===== config.mk =====
export PLATFORM = sky130hd
export DESIGN_NAME = if_pc_gen
export DESIGN_NICKNAME = d
export VERILOG_FILES = /design/src/rtl/if_pc_gen.sv
export SDC_FILE = /design/constraint.sdc
export NUM_CORES = 1
export LEC_CHECK = 0
export CELL_PAD_IN_SITES_DETAIL_PLACEMENT = 0
export CELL_PAD_IN_SITES_GLOBAL_PLACEMENT = 1
export CORE_UTILIZATION = 35
export CTS_CLUSTER_SIZE = 30
export DETAILED_ROUTE_END_ITERATION = 8
export HOLD_SLACK_MARGIN = 0.06
export PLACE_DENSITY = 0.92
export SYNTH_ARGS = -nofsm -noshare
export SYNTH_HDL_FRONTEND = slang
export SYNTH_SLANG_ARGS = --single-unit
export TNS_END_PERCENT = 100

===== constraint.sdc =====
create_clock -name clk -period 2.3 [get_ports clk]
set_input_delay 0.46 -clock clk [delete_from_list [all_inputs] [get_ports clk]]
set_output_delay 0.46 -clock clk [all_outputs]
set_load 0.005 [all_outputs]

===== src/rtl/if_pc_gen.sv =====
// Fetch-stage PC generator with IF/ID pipeline register.
// Chooses the next fetch PC from the ID redirect, the BTB prediction or the
// sequential step, and captures the fetched PC and its prediction for ID.
module if_pc_gen #(
  parameter logic [31:0] RESET_PC = 32'h0000_0000,
  parameter int unsigned PC_STEP  = 4,
  parameter int unsigned CNT_W    = 16
) (
  input  logic             clk,
  input  logic             rst_n,
  input  logic             stall_i,
  input  logic             redirect_i,
  input  logic [31:0]      redirect_pc_i,
  input  logic             btb_en_i,
  input  logic             btb_jump_i,
  input  logic [31:0]      btb_pc_pre_i,
  input  logic             imem_ready_i,
  output logic [31:0]      pc_o,
  output logic             imem_req_o,
  output logic             id_valid_o,
  output logic [31:0]      id_pc_o,
  output logic [31:0]      id_pc_4_o,
  output logic             id_pred_taken_o,
  output logic [31:0]      id_pred_pc_o,
  output logic             flush_d_o,
  output logic [CNT_W-1:0] redirect_cnt_o
);

  typedef enum logic [1:0] {
    BOOT  = 2'd0,
    FETCH = 2'd1,
    WAIT  = 2'd2
  } state_t;

  localparam logic [31:0] STEP = 32'(PC_STEP);

  state_t      state;
  logic        taken;
  logic [31:0] seq_pc;
  logic [31:0] npc;

  // Low address bits of the targets are dropped: fetch is always word aligned.
  logic unused_low_bits;
  assign unused_low_bits = ^{redirect_pc_i[1:0], btb_pc_pre_i[1:0]};

  // Next-PC selection for the advance case: BTB-predicted target or sequential.
  always_comb begin
    // NOTE: every combinational output gets a default first so no latch is inferred.
    taken  = 1'b0;
    seq_pc = pc_o + STEP;
    npc    = seq_pc;
    if (btb_en_i && btb_jump_i) begin
      taken = 1'b1;
      npc   = {btb_pc_pre_i[31:2], 2'b00};
    end
  end

  // Fetch FSM, PC register, IF/ID register, flush pulse and redirect counter.
  // NOTE: sequential state uses non-blocking assignments only, so every register
  // samples the pre-edge values and the block order does not matter.
  always_ff @(posedge clk or negedge rst_n) begin
    if (!rst_n) begin
      state           <= BOOT;
      pc_o            <= RESET_PC;
      imem_req_o      <= 1'b0;
      id_valid_o      <= 1'b0;
      id_pc_o         <= '0;
      id_pc_4_o       <= '0;
      id_pred_taken_o <= 1'b0;
      id_pred_pc_o    <= '0;
      flush_d_o       <= 1'b0;
      redirect_cnt_o  <= '0;
    end else begin
      flush_d_o <= 1'b0;
      case (state)
        BOOT: begin
          state      <= FETCH;
          imem_req_o <= 1'b1;
        end
        default: begin
          if (redirect_i) begin
            // Mispredict flush wins over everything, including a stall.
            pc_o       <= {redirect_pc_i[31:2], 2'b00};
            id_valid_o <= 1'b0;
            flush_d_o  <= 1'b1;
            if (redirect_cnt_o != '1) redirect_cnt_o <= redirect_cnt_o + 1'b1;
            state      <= FETCH;
          end else if (stall_i) begin
            // Hold PC, IF/ID contents and state.
          end else if (!imem_ready_i) begin
            id_valid_o <= 1'b0;
            state      <= WAIT;
          end else begin
            pc_o            <= npc;
            id_valid_o      <= 1'b1;
            id_pc_o         <= pc_o;
            id_pc_4_o       <= seq_pc;
            id_pred_taken_o <= taken;
            id_pred_pc_o    <= npc;
            state           <= FETCH;
          end
        end
      endcase
    end
  end

endmodule

==> key figures <==
GRT
  – Pin count of the biggest net entering global routing: 74
  – Total Routing Usage GR: 23.5%
  – Global-route wire length before repair: 36.4 mm
  – Number of global-route vias before repair: 6473
  – Overflow left after global routing: 0
  – Initial antenna violation count: 1

Power and ir drop
  – Static leakage: 0.00462 uW
  – Peak VDD IR: 464 uV
  – Pwr dens: 873 nW/um^2

Place
  – Routability congestion estimate: 0.834
  – Total cell area at the placement stage: 9850 sq um
  – # placed instances: 1257
  – Port buffer count: 214
  – Post-DP HPWL: 17.1 mm

STA
  – Slew Limit Fails: 0
  – Number of setup violations in the final report: 0
  – Setup_tns: 0 ps
  – Share of the clock period used by the worst path: 94.7%
  – Highest clock rate: 459 MHz
  – Final Hold Vio Count: 0
  – Remaining max-slew budget at the tightest pin: 54.9%
  – Final worst clock skew: 6.49 ps
  – Post-layout min period: 2180 ps
  – Transition time of the tightest slew-check pin: 676 ps
  – Setup repair after global routing missed its margin: false

Clocking
  – H-tree levels: 4
  – Insertion delay of the later-clocked pin in the worst-skew pair: 420 ps
  – Buffer levels on the longest clock path: 2
  – Clock-pin transition on the worst setup and hold timing paths: 60 ps
  – Total clock sinks: 148
  – Total clock buffers created by CTS: 17
  – CTS tree: done
  – Clock root cell: clkbuf_16

Layout
  – Cell area after layout: 10500 sq um
  – Number of filler cells placed in the layout: 1758
  – Area used by sequential logic in the layout: 3700 sq um
  – Most frequent cells in the layout: clkdlybuf4s50_1, nand2_1, dfrtp_1
  – Post-synthesis to final-layout area growth: 48.9%
  – Share of final-layout standard cells stronger than drive strength 1: 11.1%
  – Most common library cell in the layout ignoring fill and taps: clkdlybuf4s50_1
  – Area of combinational cells with multiple inputs: 3100 sq um
  – Post-layout net count: 1087
  – Non-Filler Instances: 1293

Worst setup path
  – CP endpoint kind: flop
  – Setup slack of the worst register-to-register path: 120 ps
  – Kind of critical path: flop to flop
  – Crit start category: flop
  – Data arrival time of the critical path: 2530 ps
  – Critical path data required time: 2660 ps
  – Biggest fanout along the worst timing path: 7

Die
  – Width of the die: 144 um
  – Area enclosed by the die boundary: 20700 sq um
  – Core Region: 19600 sq um
  – Ports placed on the boundary: 219
  – Height of the chip: 144 um
  – Site row count: 51
  – Starting density of the core: 36.0%

Synth
  – Dominant register cell in the synthesized netlist: dfrtp_1
  – Number of nets in the synthesized netlist: 851
  – Post-synthesis async set-or-reset flop share: 100%
  – Average size of a mapped cell: 9.07 sq um
  – Sequential-to-total area share from yosys stat: 52.5%
  – Number of warnings reported in the yosys synthesis log: 0
  – Count of flip-flops with a built-in enable after synthesis: 0
  – Post-Syn Instances: 778
  – Number of flip-flops and latches in the synthesized netlist: 148
  – Synthesized area: 7050 sq um
  – Number of distinct library cell variants in the gate-level netlist after synthesis: 53

Detailed routing
  – Drt first-iter violations: 496
  – DR vias/cell: 5.15
  – Total via count after detailed routing: 6653
  – DRC violation count after routing: 0
  – Post-route ant nets: 0
  – Average routed wire per standard cell: 18.2 um
  – Detailed-route wire length: 23.6 mm
  – Number of iterations in the first detailed-routing pass: 5

Hold path
  – Worst min path class: flop to flop

Status
  – Outcome: finished clean

Flow run
  – Max-cap check violation count: 0
## flip-flops by register name, indices dropped and copies added (netlist names)
signal           cells
id_pc_o             32
id_pred_pc_o        32
pc_o                32
id_pc_4_o           30
redirect_cnt_o      16
state                2
flush_d_o            1
id_pred_taken_o      1
id_valid_o           1
imem_req_o           1
## Yosys cell counts (10+ instances only)
cell	number	area share, %
xnor2_1	24	3.0
nand2_1	178	9.5
nand4_1	21	1.9
a21oi_1	30	2.1
nor3_1	11	0.78
clkbuf_1	45	2.4
xor2_1	13	1.6
inv_1	12	0.64
a211oi_1	10	1.1
dfrtp_1	148	53
a21o_1	11	1.2
nand3_1	26	1.8
o21ai_0	78	5.5
nor2_1	44	2.3
and3_1	21	1.9
## worst max-delay path, cell delays in order (launching register included)
cell	delay [ps]
dfrtp_1	480
nand4_1	280
nor2_1	410
nand4_1	310
or4_1	530
nand3_1	90
## per-stage QoR
| step | setup WS [ps] | hold WS (ps) | util, % | total power [uW] |
|---|---|---|---|---|
| after floorplan | 145 | 164 | - | 4470 |
| after global placement | 74.2 | 452 | 50.3 | 6180 |
| after detailed placement | 53.0 | 458 | 50.3 | 6240 |
| after CTS | 33.3 | 471 | 53.5 | 9220 |
| after global routing | 9.10 | 493 | 53.6 | 9670 |
| final | 123 | 468 | 53.6 | 9170 |
## layout make-up
type	instances	share of cell area [%]
antenna	2	0.0476
clock buffer	22	4.42
clock inverter	9	1.45
inverter	12	0.429
multi-input combinational	560	29.5
sequential	148	35.3
tap	265	3.16
timing repair buffer	275	25.7
## per-layer routing
layer	wire [um]	vias to the layer above	global-route usage (%)
met1	10800	3206	32.3
met3	1460	31	4.93
li1	-	3184	-
met2	10800	232	36.0
met4	503	0	9.07
met5	0	-	0
## repair_timing
action | 4_1_cts | 5_1_grt
hold buffers | 1 | 0
setup buffers | 0 | 2
resized for setup | 0 | 2
endpoints found under the setup margin | 0 | 11
endpoints found under the hold margin | 49 | 0
## path summary, 6_finish.rpt
kind	end	startpoint	cells past startpoint
min reg2reg	id_pred_pc_o[1]	id_pred_pc_o[1]	2
min	id_pred_pc_o[1]	id_pred_pc_o[1]	2
min in group asynchronous	redirect_cnt_o[5]	rst_n	2
max	id_pred_pc_o[29]	pc_o[4]	5
max in group asynchronous	redirect_cnt_o[9]	rst_n	3
max reg2reg	id_pred_pc_o[29]	pc_o[4]	5
## kinds of logic after synthesis
family          share of synthesized area [%]
compound gates                           15.4
xor+xnor                                 4.59
fa+ha+maj                               0.355
buf+inv                                  4.19
flops                                    52.5
mux                                     0.763
simple gates                             22.2
## power breakdown
group          switching, uW  internal [uW]
registers                439           3150
clock network           1080           1860
logic                   1090           1550
total                   2610           6560
Power figures use the tool's default switching activity.
